===== config.mk =====
export PLATFORM = sky130hd
export DESIGN_NAME = vrased_viol_logger_flat
export DESIGN_NICKNAME = d
export VERILOG_FILES = /design/src/rtl/vrased_viol_logger_if.sv /design/src/rtl/vrased_viol_logger.sv /design/src/flat_wrapper.sv
export SDC_FILE = /design/constraint.sdc
export NUM_CORES = 1
export LEC_CHECK = 0
export ABC_AREA = 1
export CAP_MARGIN = 10
export CELL_PAD_IN_SITES_DETAIL_PLACEMENT = 0
export CELL_PAD_IN_SITES_GLOBAL_PLACEMENT = 2
export CORE_AREA = 2 2 313 315
export DETAILED_ROUTE_END_ITERATION = 7
export DIE_AREA = 0 0 315 317
export PLACE_DENSITY = 0.83
export RECOVER_POWER = 50
export SKIP_CTS_REPAIR_TIMING = 1
export SYNTH_ARGS = -nofsm -noshare
export SYNTH_HDL_FRONTEND = slang
export SYNTH_SLANG_ARGS = --single-unit

===== constraint.sdc =====
create_clock -name clk -period 5.9 [get_ports clk]
set_input_delay 1.475 -clock clk [delete_from_list [all_inputs] [get_ports clk]]
set_output_delay 1.475 -clock clk [all_outputs]
set_load 0.02 [all_outputs]

===== src/rtl/vrased_viol_logger_if.sv =====
`default_nettype none
// ============================================================================
// Module      : vrased_viol_logger_if
// Description : Bundles the signals of the violation logger, apart from clock
//               and reset: monitor strobes, bus snapshot inputs, log
//               clear/pop controls, the core reset request and the log read
//               side.
//   master : drives src_viol, pc, data_addr, data_en, data_wr, dma_addr,
//            dma_en, clr_log, rd_en; observes reset, viol_cause, log_*.
//   slave  : the logger itself (the reverse directions).
// Revision    : 1.0 - initial release
// ============================================================================
interface vrased_viol_logger_if #(
    parameter int N_SRC  = 6,
    parameter int ADDR_W = 16,
    parameter int DEPTH  = 16
);
    localparam int c_entry_w = N_SRC + 3*ADDR_W + 3;
    localparam int c_cnt_w   = $clog2(DEPTH) + 1;

    logic [N_SRC-1:0]     src_viol;
    logic [ADDR_W-1:0]    pc;
    logic [ADDR_W-1:0]    data_addr;
    logic                 data_en;
    logic                 data_wr;
    logic [ADDR_W-1:0]    dma_addr;
    logic                 dma_en;
    logic                 clr_log;
    logic                 rd_en;
    logic                 reset;
    logic [N_SRC-1:0]     viol_cause;
    logic                 log_valid;
    logic [c_entry_w-1:0] log_data;
    logic [c_cnt_w-1:0]   log_count;
    logic                 log_overflow;

    modport master (
        output src_viol, pc, data_addr, data_en, data_wr, dma_addr, dma_en,
               clr_log, rd_en,
        input  reset, viol_cause, log_valid, log_data, log_count, log_overflow
    );

    modport slave (
        input  src_viol, pc, data_addr, data_en, data_wr, dma_addr, dma_en,
               clr_log, rd_en,
        output reset, viol_cause, log_valid, log_data, log_count, log_overflow
    );
endinterface
`default_nettype wire


===== src/rtl/vrased_viol_logger.sv =====
`default_nettype none
// ============================================================================
// Module      : vrased_viol_logger
// Description : Aggregates N_SRC monitor violation strobes into a stretched,
//               episode-based reset for the core, and logs one snapshot per
//               episode into a first-word-fall-through FIFO.
//   clk      : system clock, rising edge
//   reset_n  : asynchronous active-low reset
//   bus      : vrased_viol_logger_if.slave (strobes, bus snapshot, clr_log,
//              rd_en in; reset, viol_cause, log_valid/data/count/overflow out)
//   Entry layout (MSB..LSB): {src_viol, pc, data_addr, dma_addr,
//                             data_en, data_wr, dma_en}
// Revision    : 1.0 - initial release
// ============================================================================
module vrased_viol_logger #(
    parameter int N_SRC      = 6,
    parameter int ADDR_W     = 16,
    parameter int DEPTH      = 16,
    parameter int RST_CYCLES = 4
) (
    input  wire logic            clk,
    input  wire logic            reset_n,
    vrased_viol_logger_if.slave  bus
);
    localparam int c_ptr_w   = $clog2(DEPTH);
    localparam int c_cnt_w   = c_ptr_w + 1;
    localparam int c_entry_w = N_SRC + 3*ADDR_W + 3;
    localparam int c_str_w   = (RST_CYCLES > 1) ? $clog2(RST_CYCLES) : 1;
    localparam logic [c_str_w-1:0] c_str_load = c_str_w'(RST_CYCLES - 1);

    typedef enum logic [1:0] {
        ST_IDLE   = 2'd0,
        ST_ASSERT = 2'd1,
        ST_HOLD   = 2'd2
    } state_t;

    state_t               r_state, w_state_nxt;
    logic [c_str_w-1:0]   r_stretch, w_stretch_nxt;
    logic                 r_reset;
    logic                 w_detect;
    logic                 w_any;
    logic [N_SRC-1:0]     r_cause;
    logic                 r_overflow;
    logic [c_cnt_w-1:0]   r_wr_ptr, r_rd_ptr;
    logic [c_cnt_w-1:0]   w_count;
    logic                 w_empty, w_full;
    logic                 w_push, w_pop, w_write, w_drop;
    logic [c_entry_w-1:0] w_entry;
    logic [c_entry_w-1:0] r_mem [DEPTH];

    assign w_any = |bus.src_viol;

    // ---------------------------------------------------------------- FSM
    always_comb begin
        w_state_nxt   = r_state;
        w_stretch_nxt = r_stretch;
        w_detect      = 1'b0;
        case (r_state)
            ST_IDLE: begin
                if (w_any) begin
                    w_detect      = 1'b1;
                    w_stretch_nxt = c_str_load;
                    // A one-cycle stretch is already satisfied by the first
                    // reset cycle, so go straight to waiting for quiet.
                    w_state_nxt   = (RST_CYCLES == 1) ? ST_HOLD : ST_ASSERT;
                end
            end
            ST_ASSERT: begin
                // Move to HOLD on the edge where the count reaches zero so the
                // reset is high for exactly RST_CYCLES cycles when the source
                // has already gone quiet.
                if ((r_stretch == '0) || (r_stretch == c_str_w'(1))) begin
                    w_stretch_nxt = '0;
                    w_state_nxt   = ST_HOLD;
                end else begin
                    w_stretch_nxt = r_stretch - c_str_w'(1);
                end
            end
            ST_HOLD: begin
                if (!w_any) w_state_nxt = ST_IDLE;
            end
            default: w_state_nxt = ST_IDLE;
        endcase
    end

    always_ff @(posedge clk or negedge reset_n) begin
        if (!reset_n) begin
            r_state   <= ST_IDLE;
            r_stretch <= '0;
            r_reset   <= 1'b0;
        end else begin
            r_state   <= w_state_nxt;
            r_stretch <= w_stretch_nxt;
            r_reset   <= (w_state_nxt != ST_IDLE);
        end
    end

    // --------------------------------------------------------------- FIFO
    // Pointers carry one wrap bit so full and empty are distinguishable.
    assign w_count = r_wr_ptr - r_rd_ptr;
    assign w_empty = (w_count == '0);
    assign w_full  = (w_count == c_cnt_w'(DEPTH));

    assign w_entry = {bus.src_viol, bus.pc, bus.data_addr, bus.dma_addr,
                      bus.data_en, bus.data_wr, bus.dma_en};

    assign w_push  = w_detect && !bus.clr_log;
    assign w_pop   = bus.rd_en && !w_empty && !bus.clr_log;
    // When full, a simultaneous pop frees the head slot that the push reuses.
    assign w_write = w_push && (!w_full || w_pop);
    assign w_drop  = w_push && w_full && !w_pop;

    always_ff @(posedge clk or negedge reset_n) begin
        if (!reset_n) begin
            r_wr_ptr   <= '0;
            r_rd_ptr   <= '0;
            r_overflow <= 1'b0;
            r_cause    <= '0;
        end else if (bus.clr_log) begin
            r_wr_ptr   <= '0;
            r_rd_ptr   <= '0;
            r_overflow <= 1'b0;
            r_cause    <= '0;
        end else begin
            if (w_write) r_wr_ptr <= r_wr_ptr + c_cnt_w'(1);
            if (w_pop)   r_rd_ptr <= r_rd_ptr + c_cnt_w'(1);
            if (w_drop)  r_overflow <= 1'b1;
            r_cause <= r_cause | bus.src_viol;
        end
    end

    // Storage needs no reset: it is only visible through a non-empty head.
    always_ff @(posedge clk) begin
        if (w_write) r_mem[r_wr_ptr[c_ptr_w-1:0]] <= w_entry;
    end

    assign bus.reset        = r_reset;
    assign bus.viol_cause   = r_cause;
    assign bus.log_overflow = r_overflow;
    assign bus.log_count    = w_count;
    assign bus.log_valid    = !w_empty;
    assign bus.log_data     = w_empty ? '0 : r_mem[r_rd_ptr[c_ptr_w-1:0]];
endmodule
`default_nettype wire


===== src/flat_wrapper.sv =====
// flat-port wrapper written by rule: the top's interface ports become plain ports
module vrased_viol_logger_flat 
#(
    parameter int N_SRC      = 6,
    parameter int ADDR_W     = 16,
    parameter int DEPTH      = 16,
    parameter int RST_CYCLES = 4
)
  (clk, reset_n, bus_src_viol, bus_pc, bus_data_addr, bus_data_en, bus_data_wr, bus_dma_addr, bus_dma_en, bus_clr_log, bus_rd_en, bus_reset, bus_viol_cause, bus_log_valid, bus_log_data, bus_log_count, bus_log_overflow);
  vrased_viol_logger_if #(.N_SRC(N_SRC), .ADDR_W(ADDR_W), .DEPTH(DEPTH)) bus_i ();
  input  wire logic clk;
  input  wire logic reset_n;
  input wire logic [$bits(bus_i.src_viol)-1:0] bus_src_viol;
  input wire logic [$bits(bus_i.pc)-1:0] bus_pc;
  input wire logic [$bits(bus_i.data_addr)-1:0] bus_data_addr;
  input wire logic [$bits(bus_i.data_en)-1:0] bus_data_en;
  input wire logic [$bits(bus_i.data_wr)-1:0] bus_data_wr;
  input wire logic [$bits(bus_i.dma_addr)-1:0] bus_dma_addr;
  input wire logic [$bits(bus_i.dma_en)-1:0] bus_dma_en;
  input wire logic [$bits(bus_i.clr_log)-1:0] bus_clr_log;
  input wire logic [$bits(bus_i.rd_en)-1:0] bus_rd_en;
  output wire logic [$bits(bus_i.reset)-1:0] bus_reset;
  output wire logic [$bits(bus_i.viol_cause)-1:0] bus_viol_cause;
  output wire logic [$bits(bus_i.log_valid)-1:0] bus_log_valid;
  output wire logic [$bits(bus_i.log_data)-1:0] bus_log_data;
  output wire logic [$bits(bus_i.log_count)-1:0] bus_log_count;
  output wire logic [$bits(bus_i.log_overflow)-1:0] bus_log_overflow;
  assign bus_i.src_viol = bus_src_viol;
  assign bus_i.pc = bus_pc;
  assign bus_i.data_addr = bus_data_addr;
  assign bus_i.data_en = bus_data_en;
  assign bus_i.data_wr = bus_data_wr;
  assign bus_i.dma_addr = bus_dma_addr;
  assign bus_i.dma_en = bus_dma_en;
  assign bus_i.clr_log = bus_clr_log;
  assign bus_i.rd_en = bus_rd_en;
  assign bus_reset = bus_i.reset;
  assign bus_viol_cause = bus_i.viol_cause;
  assign bus_log_valid = bus_i.log_valid;
  assign bus_log_data = bus_i.log_data;
  assign bus_log_count = bus_i.log_count;
  assign bus_log_overflow = bus_i.log_overflow;
  vrased_viol_logger #(.N_SRC(N_SRC), .ADDR_W(ADDR_W), .DEPTH(DEPTH), .RST_CYCLES(RST_CYCLES)) u_core (.clk(clk), .reset_n(reset_n), .bus(bus_i));
endmodule

==> results of run 1 <==
placed cells by master, fill, tap and decap left out, types with 2 or more instances in the layout:
cell type	instances
bufinv_16	11
nand2_1	683
nor3_1	8
xnor2_1	2
dfrtp_4	2
dfrtp_2	2
dlygate4sd3_1	68
nor2_4	3
buf_4	44
o21ai_0	36
ha_1	9
clkbuf_16	95
nor2_1	129
clkbuf_1	26
buf_12	18
diode_2	4
o21ai_1	41
dfrtp_1	18
inv_6	4
a22o_1	21
edfxtp_1	912
nor3_2	43
clkinv_1	17
clkdlybuf4s50_1	58
xor2_1	6
a22oi_1	171
mux2i_1	21
o211ai_1	21
clkinvlp_4	4
nand3_1	60
nand2_2	5
clkinv_2	21
inv_1	23
a21oi_1	406
synthesized netlist by cell type (2+ instances only):
master / n / share of area (%)
edfxtp_1: 912 / 73
nand2_1: 682 / 6.8
a21oi_1: 406 / 5.4
a22oi_1: 171 / 3.4
nor2_1: 129 / 1.3
buf_2: 118 / 1.6
nand3_1: 60 / 0.80
o21ai_1: 43 / 0.58
o21ai_0: 34 / 0.45
clkbuf_1: 33 / 0.33
nor3_2: 30 / 0.80
inv_1: 23 / 0.23
buf_4: 22 / 0.44
dfrtp_1: 22 / 1.5
a22o_1: 21 / 0.49
mux2i_1: 21 / 0.56
nor3_1: 21 / 0.28
o211ai_1: 21 / 0.42
buf_6: 11 / 0.33
ha_1: 9 / 0.30
xor2_1: 6 / 0.14
buf_1: 5 / 0.050
nand2_2: 5 / 0.084
inv_2: 3 / 0.030
nand2_4: 2 / 0.060
nor2_2: 2 / 0.033
xnor2_1: 2 / 0.047
state kept, by name (all words and copies together) (netlist names):
name / count
u_core.r_wr_ptr: 5
u_core.r_rd_ptr: 5
u_core.bus.viol_cause: 6
u_core.r_state: 2
u_core.bus.log_overflow: 1
u_core.r_stretch: 2
u_core.r_mem: 912
u_core.bus.reset: 1
layer usage:
layer | wire length, um | vias up | track usage (%)
met2 | 47800 | 845 | 32.4
met5 | 34 | - | 0
met3 | 7030 | 178 | 3.37
met1 | 42800 | 11900 | 27.1
li1 | - | 10600 | -
met4 | 2720 | 6 | 6.33
per-stage QoR:
stage	total power, W	cells
2_1_floorplan	0.0120	2825
3_3_place_gp	0.0142	4105
3_5_place_dp	0.0143	4105
4_1_cts	0.0202	4276
5_1_grt	0.0209	4279
6_report	0.0199	4280
cell families after synthesis:
| kind of cell | after synthesis |
|---|---|
| and+or+nand+nor | 935 |
| muxes | 21 |
| DFF | 934 |
| adders and majority gates | 10 |
| buffers and inverters | 218 |
| AOI/OAI and AO/OA | 699 |
| xor gates and xnor gates | 8 |
path summary, 6_finish.rpt:
kind | endpoint | slack, ps | cells past startpoint
min reg2reg | u_core.r_state[1]$_DFF_PN0_ | 520 | 1
min | u_core.r_state[1]$_DFF_PN0_ | 520 | 1
min in group asynchronous | u_core.bus.log_overflow$_DFFE_PN0P_ | 1750 | 2
max | bus_log_data[3] | 250 | 13
max reg2reg | u_core.r_mem[15][41]$_DFFE_PP_ | 1920 | 12
max in group asynchronous | u_core.r_rd_ptr[1]$_DFFE_PN0P_ | 3010 | 2
power by group through the flow:
stage / Clock [W] / Sequential, W / Combinational (W)
CTS: 0.00600 / 0.00760 / 0.00656
global route: 0.00625 / 0.00761 / 0.00707
floorplan: 0 / 0.00773 / 0.00425
finish: 0.00588 / 0.00760 / 0.00646
detailed placement: 0 / 0.00773 / 0.00653
global placement: 0 / 0.00772 / 0.00643
cell type report:
type / instances / area, um^2 / area share, %
timing repair buffer: 194 / 1970 / 4.58
inverter: 28 / 131 / 0.305
tap: 1276 / 1600 / 3.71
clock inverter: 56 / 571 / 1.32
sequential: 934 / 27900 / 64.9
clock buffer: 115 / 2450 / 5.69
multi-input combinational: 1673 / 8410 / 19.5
antenna: 4 / 10.0 / 0.0232
==> results.cfg, run 1 <==
[critical_path]
regToRegStartpoint = u_core.r_wr_ptr[0]$_DFFE_PN0P_
critPathKind = reg2out
start_kind = flop
cp_num_buf_inv = 5
cp_data_required_time_ps = 4430
slowest_delay_ps = 650
end_kind = output port
critical-path-top-delay-family = buffers and inverters
cp_max_fo = 36
cp_cell_sequence = inv_1 > ha_1 > inv_1 > fa_1 > nand3_1 > nand3_1 > nand2b_1 > nand2_2 > inv_2 > nand2_4 > inv_6 > nor3_1 > clkdlybuf4s50_1
startpoint = u_core.r_wr_ptr[0]$_DFFE_PN0P_
cp.arrival_ps = 4170
critPathSlowestCell = clkdlybuf4s50_1

[synthesis]
yosysSeqAreaShare_pct = 74.7
ys_ff_latch = 934
synth_edf_count = 912
synth_ff_type = edfxtp_1
async_reset_ff_share_pct = 2.36
syn_area_um2 = 37400
synth-simple-area-share_pct = 10.3
synth_adder_area_share_pct = 0.354
syn-instance-count = 2825
synth_top_family_by_area = compound AO/OA/AOI/OAI gates
yosysUniqueCellTypes = 38
syn_avg_cell_area_um2 = 13.2
synthMuxAreaShare_pct = 0.562
synth_compound_area_share_pct = 10.9
yosysWarnings = 0
synth_xor_area_share_pct = 0.187
synth_fp_nets = 2896

[timing]
rsz0062_at_grt = no
worst_slack_ps = 252
hold_slack_ps = 522
setup_violations = 0
fin_crit_sh_pct = 95.7
fmax_mhz = 177
fin_crit_ps = 5650
slew_headroom_pct = -4.96
fin_worst_skew_ps = 25.2
final_max_slew_viol_count = 23
tightest_slew_ps = 1570
hold_violations = 0
fin_tns_setup_ps = 0

[clock_network]
path_clk_slew_ps = 60
root_buffer = clkbuf_16
cts_sinks = 934
ctsHtreeMaxLevel = 3
clock_latency_ps = 650
numCtsBuffers = 93
cts_tree = yes
clockBufferDepth = 3

[power_and_ir_drop]
power.share.clock_pct = 29.5
p_sw_share_pct = 33.9
p_switching_w = 0.00677
cellLeakagePower_nw = 15.1
power.density_nw_per_um2 = 463
max-vdd-ir-drop_v = 0.000555
comb_power_share_pct = 32.4
pwr-share-seq_pct = 38.1
p_int_w = 0.0132

[detailed_routing]
drtIter0Drc = 2110
postRouteAntennaNets = 0
first_pass_iters = 5
drc = 0
post_drt_wl_per_cell_um = 23.5
vias_per_cell = 5.49
dr_total_vias = 23500
routed_wl_um = 100000

[global_routing]
grt_pass1_vias = 23300
track_usage_pct = 19.8
grt_max_degree = 243
gr-total-overflow = 0
antenna_found_initial = 14
grt_pass1_wl_um = 148000

[floorplanning]
rows = 114
start_util_pct = 38.9
die-area_um2 = 99900
die_x_um = 315
core-area_um2 = 96300
ios = 132
fp.dieH_um = 317

[placed_design]
io_buffers = 131
routabilityCongestion = 0.755
place_hpwl_um = 50300
placed_area_um2 = 40100
dp_slack_ps = 812

[finish]
drive_gt1_share_pct = 8.60
fin_area_um2 = 43100
final_nets = 2995
fill_cells = 8546
area_delta_synth_final_pct = 15.2
fin_util_pct = 44.8

[outcome]
violations = max-capacitance violations, max-slew violations
status = finished with violations

[worst_hold_path]
min_path_type = reg2reg
worstHoldStart = u_core.r_stretch[1]$_DFFE_PN0P_

[flow_run]
cap_violations = 1
Power figures use the tool's default switching activity.
==> run 2, diff against run 1 <==
- HOLD_SLACK_MARGIN: not set -> 0.08
==> results of run 2 <==
Same layout as run 1: the final DEF is identical, and so are final timing and power.
